`config.mk`:
```
export PLATFORM = sky130hd
export DESIGN_NAME = mmc_spi_shifter_flat
export DESIGN_NICKNAME = d
export VERILOG_FILES = /design/src/rtl/mmc_spi_pkg.sv /design/src/rtl/mmc_spi_shifter_if.sv /design/src/rtl/mmc_spi_clkgen.sv /design/src/rtl/mmc_spi_shifter.sv /design/src/flat_wrapper.sv
export SDC_FILE = /design/constraint.sdc
export NUM_CORES = 1
export LEC_CHECK = 0
export BUFFER_PORTS_ARGS = -buffer_cell sky130_fd_sc_hd__buf_4
export CELL_PAD_IN_SITES_DETAIL_PLACEMENT = 0
export CELL_PAD_IN_SITES_GLOBAL_PLACEMENT = 1
export CORE_UTILIZATION = 43
export DETAILED_ROUTE_END_ITERATION = 16
export HOLD_SLACK_MARGIN = 0.1
export PLACE_DENSITY_LB_ADDON = 0.1
export SYNTH_ARGS = -nofsm -noshare
export SYNTH_HDL_FRONTEND = slang
export SYNTH_SLANG_ARGS = --single-unit
```
`constraint.sdc`:
```
create_clock -name clk -period 2.6 [get_ports clk]
set_clock_uncertainty 0.1 [all_clocks]
set_input_delay 0.78 -clock clk [delete_from_list [all_inputs] [get_ports clk]]
set_output_delay 0.78 -clock clk [all_outputs]
set_load 0.005 [all_outputs]
```
`src/rtl/mmc_spi_pkg.sv`:
```
// Shared types and constants for the MMC SPI byte shifter.
// Optional one-deep strobe queue is enabled with macro MMC_SPI_PENDING_EN.
package mmc_spi_pkg;

   typedef enum logic [1:0] {
      IDLE,
      LOW,
      HIGH
   } state_e;

   localparam logic [7:0] IDLE_BYTE = 8'hFF;
   localparam int         DIV_W     = 8;

endpackage

```
`src/rtl/mmc_spi_shifter_if.sv`:
```
// Host-side handshake of the MMC SPI shifter: strobes, byte in/out and busy flag.
// The host drives the master modport; the shifter sits on the slave modport.
interface mmc_spi_shifter_if;

   logic       tx_strobe;
   logic       rx_strobe;
   logic [7:0] din;
   logic [7:0] dout;
   logic       transmit;

   modport master (output tx_strobe, output rx_strobe, output din,
                   input  dout,      input  transmit);

   modport slave  (input  tx_strobe, input  rx_strobe, input  din,
                   output dout,      output transmit);

endinterface

```
`src/rtl/mmc_spi_clkgen.sv`:
```
// Phase-tick divider: pulses tick once every CLK_DIV enabled cycles.
// clear or a tick restarts the count, so every SCK phase begins from zero.
module mmc_spi_clkgen
   import mmc_spi_pkg::*;
#(
   parameter int CLK_DIV = 1
) (
   input  logic clk,
   input  logic reset,
   input  logic enable,
   input  logic clear,
   output logic tick
);

   localparam logic [DIV_W-1:0] LAST = DIV_W'(CLK_DIV - 1);

   logic [DIV_W-1:0] cnt_q;
   logic [DIV_W-1:0] cnt_d;

   assign tick = enable && (cnt_q == LAST);

   always_comb begin
      cnt_d = cnt_q;
      if (clear || tick) begin
         cnt_d = '0;
      end else if (enable) begin
         cnt_d = cnt_q + DIV_W'(1);
      end
   end

   always_ff @(posedge clk) begin
      if (reset) begin
         cnt_q <= '0;
      end else begin
         cnt_q <= cnt_d;
      end
   end

endmodule

```
`src/rtl/mmc_spi_shifter.sv`:
```
// SPI mode-0 byte shifter for MMC cards: MSB first, read-ahead dout.
// Define MMC_SPI_PENDING_EN to queue one strobe that arrives mid-transfer.
module mmc_spi_shifter
   import mmc_spi_pkg::*;
#(
   parameter int CLK_DIV = 1
) (
   input  logic               clk,
   input  logic               reset,
   mmc_spi_shifter_if.slave   host,
   output logic               spi_clk,
   output logic               spi_do,
   input  logic               spi_di
);

   state_e     state_q, state_d;
   logic [7:0] tx_q, tx_d;
   logic [7:0] rx_q, rx_d;
   logic [7:0] dout_q, dout_d;
   logic [2:0] bit_q, bit_d;

   logic       tick;
   logic       strobe;
   logic [7:0] strobe_data;
   logic       last_tick;
   logic       pend_take;
   logic [7:0] pend_load;

   // tx_strobe wins when both strobes arrive together
   assign strobe      = host.tx_strobe || host.rx_strobe;
   assign strobe_data = host.tx_strobe ? host.din : IDLE_BYTE;
   assign last_tick   = (state_q == HIGH) && tick && (bit_q == 3'd7);

   mmc_spi_clkgen #(.CLK_DIV(CLK_DIV)) u_clkgen (
      .clk    (clk),
      .reset  (reset),
      .enable (state_q != IDLE),
      .clear  (state_q == IDLE),
      .tick   (tick)
   );

`ifdef MMC_SPI_PENDING_EN
   logic       pend_valid_q, pend_valid_d;
   logic [7:0] pend_data_q, pend_data_d;

   // A strobe landing on the final tick is newer than the slot, so it is taken directly
   assign pend_take = last_tick && (pend_valid_q || strobe);
   assign pend_load = strobe ? strobe_data : pend_data_q;

   always_comb begin
      pend_valid_d = pend_valid_q;
      pend_data_d  = pend_data_q;
      if (pend_take) begin
         pend_valid_d = 1'b0;
      end else if ((state_q != IDLE) && strobe) begin
         pend_valid_d = 1'b1;
         pend_data_d  = strobe_data;
      end
   end

   always_ff @(posedge clk) begin
      if (reset) begin
         pend_valid_q <= 1'b0;
         pend_data_q  <= IDLE_BYTE;
      end else begin
         pend_valid_q <= pend_valid_d;
         pend_data_q  <= pend_data_d;
      end
   end
`else
   assign pend_take = 1'b0;
   assign pend_load = IDLE_BYTE;
`endif

   always_ff @(posedge clk) begin
      if (reset) begin
         state_q <= IDLE;
         tx_q    <= IDLE_BYTE;
         rx_q    <= '0;
         dout_q  <= IDLE_BYTE;
         bit_q   <= '0;
      end else begin
         state_q <= state_d;
         tx_q    <= tx_d;
         rx_q    <= rx_d;
         dout_q  <= dout_d;
         bit_q   <= bit_d;
      end
   end

   always_comb begin
      state_d = state_q;
      case (state_q)
         IDLE:    if (strobe) state_d = LOW;
         LOW:     if (tick) state_d = HIGH;
         HIGH:    if (tick) state_d = (bit_q == 3'd7 && !pend_take) ? IDLE : LOW;
         default: state_d = IDLE;
      endcase
   end

   // Sample MISO entering the high phase, advance MOSI leaving it
   always_comb begin
      tx_d   = tx_q;
      rx_d   = rx_q;
      dout_d = dout_q;
      bit_d  = bit_q;
      case (state_q)
         IDLE: begin
            if (strobe) tx_d = strobe_data;
         end
         LOW: begin
            if (tick) rx_d = {rx_q[6:0], spi_di};
         end
         HIGH: begin
            if (tick) begin
               bit_d = bit_q + 3'd1;
               if (bit_q == 3'd7) begin
                  dout_d = rx_q;
                  tx_d   = pend_take ? pend_load : IDLE_BYTE;
               end else begin
                  tx_d = {tx_q[6:0], 1'b1};
               end
            end
         end
         default: ;
      endcase
   end

   always_comb begin
      spi_clk       = (state_q == HIGH);
      spi_do        = (state_q == IDLE) ? 1'b1 : tx_q[7];
      host.transmit = (state_q != IDLE);
      host.dout     = dout_q;
   end

endmodule

```
`src/flat_wrapper.sv`:
```
// flat-port wrapper written by rule: the top's interface ports become plain ports
module mmc_spi_shifter_flat import mmc_spi_pkg::*;
#(
   parameter int CLK_DIV = 1
)
  (clk, reset, spi_clk, spi_do, spi_di, host_tx_strobe, host_rx_strobe, host_din, host_dout, host_transmit);
  mmc_spi_shifter_if host_i ();
  input  logic clk;
  input  logic reset;
  output logic spi_clk;
  output logic spi_do;
  input  logic spi_di;
  input wire logic [$bits(host_i.tx_strobe)-1:0] host_tx_strobe;
  input wire logic [$bits(host_i.rx_strobe)-1:0] host_rx_strobe;
  input wire logic [$bits(host_i.din)-1:0] host_din;
  output wire logic [$bits(host_i.dout)-1:0] host_dout;
  output wire logic [$bits(host_i.transmit)-1:0] host_transmit;
  assign host_i.tx_strobe = host_tx_strobe;
  assign host_i.rx_strobe = host_rx_strobe;
  assign host_i.din = host_din;
  assign host_dout = host_i.dout;
  assign host_transmit = host_i.transmit;
  mmc_spi_shifter #(.CLK_DIV(CLK_DIV)) u_core (.clk(clk), .reset(reset), .host(host_i), .spi_clk(spi_clk), .spi_do(spi_do), .spi_di(spi_di));
endmodule
```
# --- Word level (Yosys, flattened, before mapping) ---
# Cells that the tools add are included.
classes:
  n_addsub: 2
  n_eq_ne: 6
  n_reduce_logical: 13
  muxes: 11
ops:
  columns: ["operator", "n"]
  rows:
  - ["$mux W8", 4]
  - ["$pmux W8 S2", 1]
  - ["$reduce_and A3 Y1", 3]
  - ["$add A8 B1 Y8 const B", 1]
  - ["$logic_not A8 Y1", 1]
  - ["$mux W2", 3]
  - ["$pmux W2 S3", 1]
  - ["$ne A2 B1 Y1 const B", 2]
  - ["$reduce_and A2 Y1", 2]
  - ["$reduce_bool A2 Y1", 2]
  - ["$add A3 B1 Y3 const B", 1]
  - ["$eq A3 B3 Y1 const B", 1]
  - ["$eq A2 B1 Y1 const B", 1]
  - ["$eq A2 B2 Y1 const B", 1]
  - ["$logic_not A2 Y1", 1]
  - ["$logic_or A1 B1 Y1", 2]
  - ["$mux W1", 2]
  - ["$ne A2 B2 Y1 const B", 1]
  - ["$reduce_or A2 Y1", 1]
  - ["$logic_and A1 B1 Y1", 1]
word_totals:
  word_cells: 38
  ff_bits: 37

# --- Depth between registers and ports, before layout ---
depth:
  word_depth: 4
  ltp_mapped: 7
  mapped_depth_nobuf: 6

# --- Hierarchy ---
# Synthesis repeated with hierarchy kept, for this count alone.
hier_totals:
  hier_cells: 186
  hier_area_um2: 1694.1
by_module_without_submodules:
  columns: ["mod", "area_per_inst_um2", "n_inst", "cells_each"]
  rows:
  - ["mmc_spi_shifter", 1288.7, 1, 142]
  - ["mmc_spi_clkgen", 405.4, 1, 44]

# --- Worst setup path after synthesis ---
# Ideal clock, no wire load.
synth_path:
  path_kind: "input -> register"
  startpoint: "in host_tx_strobe"
  endpoint: "reg u_core.tx_q[1]"
  arrival_ns: 1.835
  setup_ns: 0.122
  setup_slack_ns: 0.543
  required_ns: 2.378
  cell_stages: 5
  path_cell_list: "buf_2 > nor3_1 > nor2_1 > nand2_2 > a221o_1"
synth_via:
  elab_chain_cells: 3
synth_lines:
  columns: ["element", "line", "rtl"]
  rows:
  - ["from (decl)", "flat_wrapper.sv:13", "input wire logic [$bits(host_i.tx_strobe)-1:0] host_tx_strobe;"]
  - ["$mux W8 / $logic_or A1 B1 Y1 (equally long branches)", "mmc_spi_shifter.sv:31, mmc_spi_shifter.sv:30", null]
  - ["$mux W8 / $ne A2 B1 Y1 (equally long branches)", null, null]
  - ["$pmux W8 S2 / $reduce_and A3 Y1 (equally long branches)", null, null]
  - ["to (signal assigned)", "mmc_spi_shifter.sv:84", "tx_q <= tx_d;"]
  - ["to (decl)", "mmc_spi_shifter.sv:17", "logic [7:0] tx_q, tx_d;"]
# Several ways; a longest one is shown, not always the timed one. The select of a mux whose other input is x is not followed.
# A chain may end at the register's enable or synchronous reset.

# --- Worst setup path after layout ---
layout_path:
  startpoint: "reg u_core.u_clkgen.cnt_q[0]"
  endpoint: "reg u_core.tx_q[2]"
layout_via:
  elab_chain_cells: 4
layout_lines:
  columns: ["element", "line", "rtl"]
  rows:
  - ["from (decl)", "mmc_spi_clkgen.sv:17", "logic [DIV_W-1:0] cnt_q;"]
  - ["from (signal assigned)", "mmc_spi_clkgen.sv:35", "cnt_q <= cnt_d;"]
  - ["$logic_not A8 Y1", "mmc_spi_clkgen.sv:20", "assign tick = enable && (cnt_q == LAST);"]
  - ["$logic_and A1 B1 Y1", "mmc_spi_clkgen.sv:20", null]
  - ["$ne A2 B1 Y1 (no line)", null, null]
  - ["$reduce_and A3 Y1 (no line)", null, null]
# No other way between the ends.

==> flow_summary.ini <==
[drt]
routedWlPerCell_um = 14.0
antenna_left = 0
drc = 0
drt_iter0_drc = 82
drt-pass1-iter-count = 4
num_vias = 1254
post_drt_via_cell_ratio = 5.55
finalWirelength_mm = 3.16

[synthesis]
syn-num-nets = 174
yosys.area.top_type = dfxtp_1
synth_most_common_cell = dfxtp_1
synth-seq-cells = 37
synth_area_um2 = 1600
ys_warn_count = 0
ys.flop_type = dfxtp_1
yosys.area.top_type_share_pct = 46.3
synth_area_per_cell_um2 = 10.2
synthTopCellsByCount = dfxtp_1, nor2_1, a221o_1
synth_cell_type_count = 32
yosys-top-cells-area = dfxtp_1, a221o_1, mux2i_1, nor2_1, o311a_1
syn_inst = 157
seq_area_frac_synth_pct = 46.3
synth_edf_count = 0
async_flop_share_pct = 0

[placed_design]
gp_congestion = 0.760
dp_hpwl_mm = 2.25
io_buffers = 23
place_ws_ps = 383

[worst_setup_path]
crit_fanout = 9
regToRegSetupSlack_ps = 470
reg2reg_depth = 6
start_kind = flop
crit_family = compound AO/OA/AOI/OAI gates
critical_path.max_stage_delay_ps = 390
cp_slowest_cell = nor4b_4
worst_r2r_endpoint = u_core.tx_q[2]$_SDFFE_PP1P_
critPathBufInv = 1
path_depth = 6
worstPathArrival_ps = 2190
reg2reg_from = u_core.u_clkgen.cnt_q[0]$_SDFFE_PP0P_
worstPathRequired_ps = 2660
worstPathCellList = inv_1 > ha_1 > nor4b_4 > a21bo_1 > nand2_2 > a221o_1
crit_type = reg -> reg
cp-end-kind = flop

[clocking]
clkLatencyLatePin_ps = 280
postCtsHoldBufs = 0
cts_buffers = 5
clockBufferDepth = 2
ctsResizeCount = 0
cts_setup_buffers = 0
cts.sinks = 37
clk_pin_slew_worst_paths_ps = 70
cts_tree = done
h-tree-depth = 2
cts_root_buf = clkbuf_8

[pwr]
combPwrFrac_pct = 10.5
power_per_cell_area_nw_per_um2 = 587
peakVddDrop_uv = 318
switching_share_pct = 22.8
p_switching_mw = 0.252
pwr-share-clk_pct = 35.4
leakage_nw = 0.806
seqPwrFrac_pct = 54.1
p_total_mw = 1.11
cell_internal_pwr_mw = 0.855

[timing]
worst_slew_pin_slew_ps = 552
finalHoldViolations = 0
setup_ws_ps = 471
finalMaxSlewViolations = 0
slew-limit-headroom_pct = 63.1
grt_setup_unrepaired = no
fin_crit_sh_pct = 81.9
holdWs_ps = 384
setup_viol = 0
fmax_ghz = 0.470
setup_tns_ps = 0
period_minus_slack_ps = 2130

[run_status]
status = completed

[cells_and_area]
area_growth_pct = 17.7
register_area_um2 = 741
diodes = 0
drive_above_1_share_pct = 19.4
fill_cells = 311
multiInputGateArea_um2 = 802
nets = 197

[global_routing]
grt_overflow = 0
grt_pass1_wl_mm = 5.60
grt_pass1_vias = 1273
track_usage_pct = 17.6
antenna_found_initial = 0
grt_max_degree = 31

[job]
drv_cap = 0

[floorplanning]
num_rows = 21
start_util_pct = 46.5
die_w_um = 63.0
io_pins = 24
die_h_um = 63.0
core_um2 = 3440
dieArea_um2 = 3970

[worst_hold_path]
hold_class = reg -> reg
min_path_cells = 1
min-delay-start = u_core.rx_q[7]$_SDFFE_PP0P_
hold_end = u_core.host.dout[7]$_SDFFE_PP1P_
==> worst max path at each step <==
stage	endpoint	from	slack [ps]
2_1_floorplan	u_core.tx_q[1]$_SDFFE_PP1P_	host_tx_strobe	540
3_3_place_gp	u_core.tx_q[3]$_SDFFE_PP1P_	host_tx_strobe	480
3_5_place_dp	u_core.tx_q[7]$_SDFFE_PP1P_	host_tx_strobe	380
4_1_cts	u_core.tx_q[5]$_SDFFE_PP1P_	u_core.u_clkgen.cnt_q[0]$_SDFFE_PP0P_	460
5_1_grt	u_core.tx_q[5]$_SDFFE_PP1P_	u_core.u_clkgen.cnt_q[0]$_SDFFE_PP0P_	330
6_report	u_core.tx_q[2]$_SDFFE_PP1P_	u_core.u_clkgen.cnt_q[0]$_SDFFE_PP0P_	470
==> metal layers <==
metal  share of wire, %  wire [um]  global-route usage [%]
met2                 46       1450                    28.2
met3                5.3        166                    4.56
met1                 48       1520                    22.1
met5                  0          0                       0
met4               0.89         28                    7.27
==> power by group through the flow <==
stage               combinational [mW]  sequential [mW]  clock [mW]
floorplan                       0.0827            0.608           0
global placement                 0.113            0.612           0
global route                     0.130            0.601       0.431
finish                           0.117            0.599       0.392
detailed placement               0.116            0.612           0
CTS                              0.117            0.599       0.405
==> registers in the layout (all words and copies together), names as in the netlist <==
signal                 count
u_core.state_q             2
u_core.host.dout           8
u_core.u_clkgen.cnt_q      8
u_core.rx_q                8
u_core.tx_q                8
u_core.bit_q               3
==> placed cells by master (no fill, tap or decap), types with 4 or more instances in the layout <==
cell / count
a221o_1: 12
buf_4: 24
clkbuf_8: 6
dfxtp_1: 37
ha_1: 4
inv_1: 5
mux2i_1: 10
nand2_1: 6
nand3b_1: 8
nand4_1: 5
nor2_1: 22
o311a_1: 7
xor2_1: 7
==> cell families after synthesis <==
kind of cell	share of synthesized area, %
compound gates	16.6
xor+xnor	3.83
flops	46.2
buf+inv	3.67
mux	6.25
fa+ha+maj	3.13
simple gates	20.3
==> through the flow <==
stage / util, % / cells / instance area, um^2
6_report: 54.8 / 226 / 1890
5_1_grt: 54.8 / 226 / 1890
4_1_cts: 54.8 / 226 / 1890
3_5_place_dp: 52.3 / 219 / 1800
3_3_place_gp: 52.3 / 219 / 1800
2_1_floorplan: - / 157 / 1600
==> cell type report <==
| cell class | count | share of cell area, % |
|---|---|---|
| Clock buffer | 7 | 4.58 |
| Timing Repair Buffer | 24 | 9.56 |
| Inverter | 5 | 0.995 |
| Sequential cell | 37 | 39.3 |
| Multi-Input combinational cell | 107 | 42.5 |
| Tap cell | 46 | 3.05 |
Power figures use the tool's default switching activity.
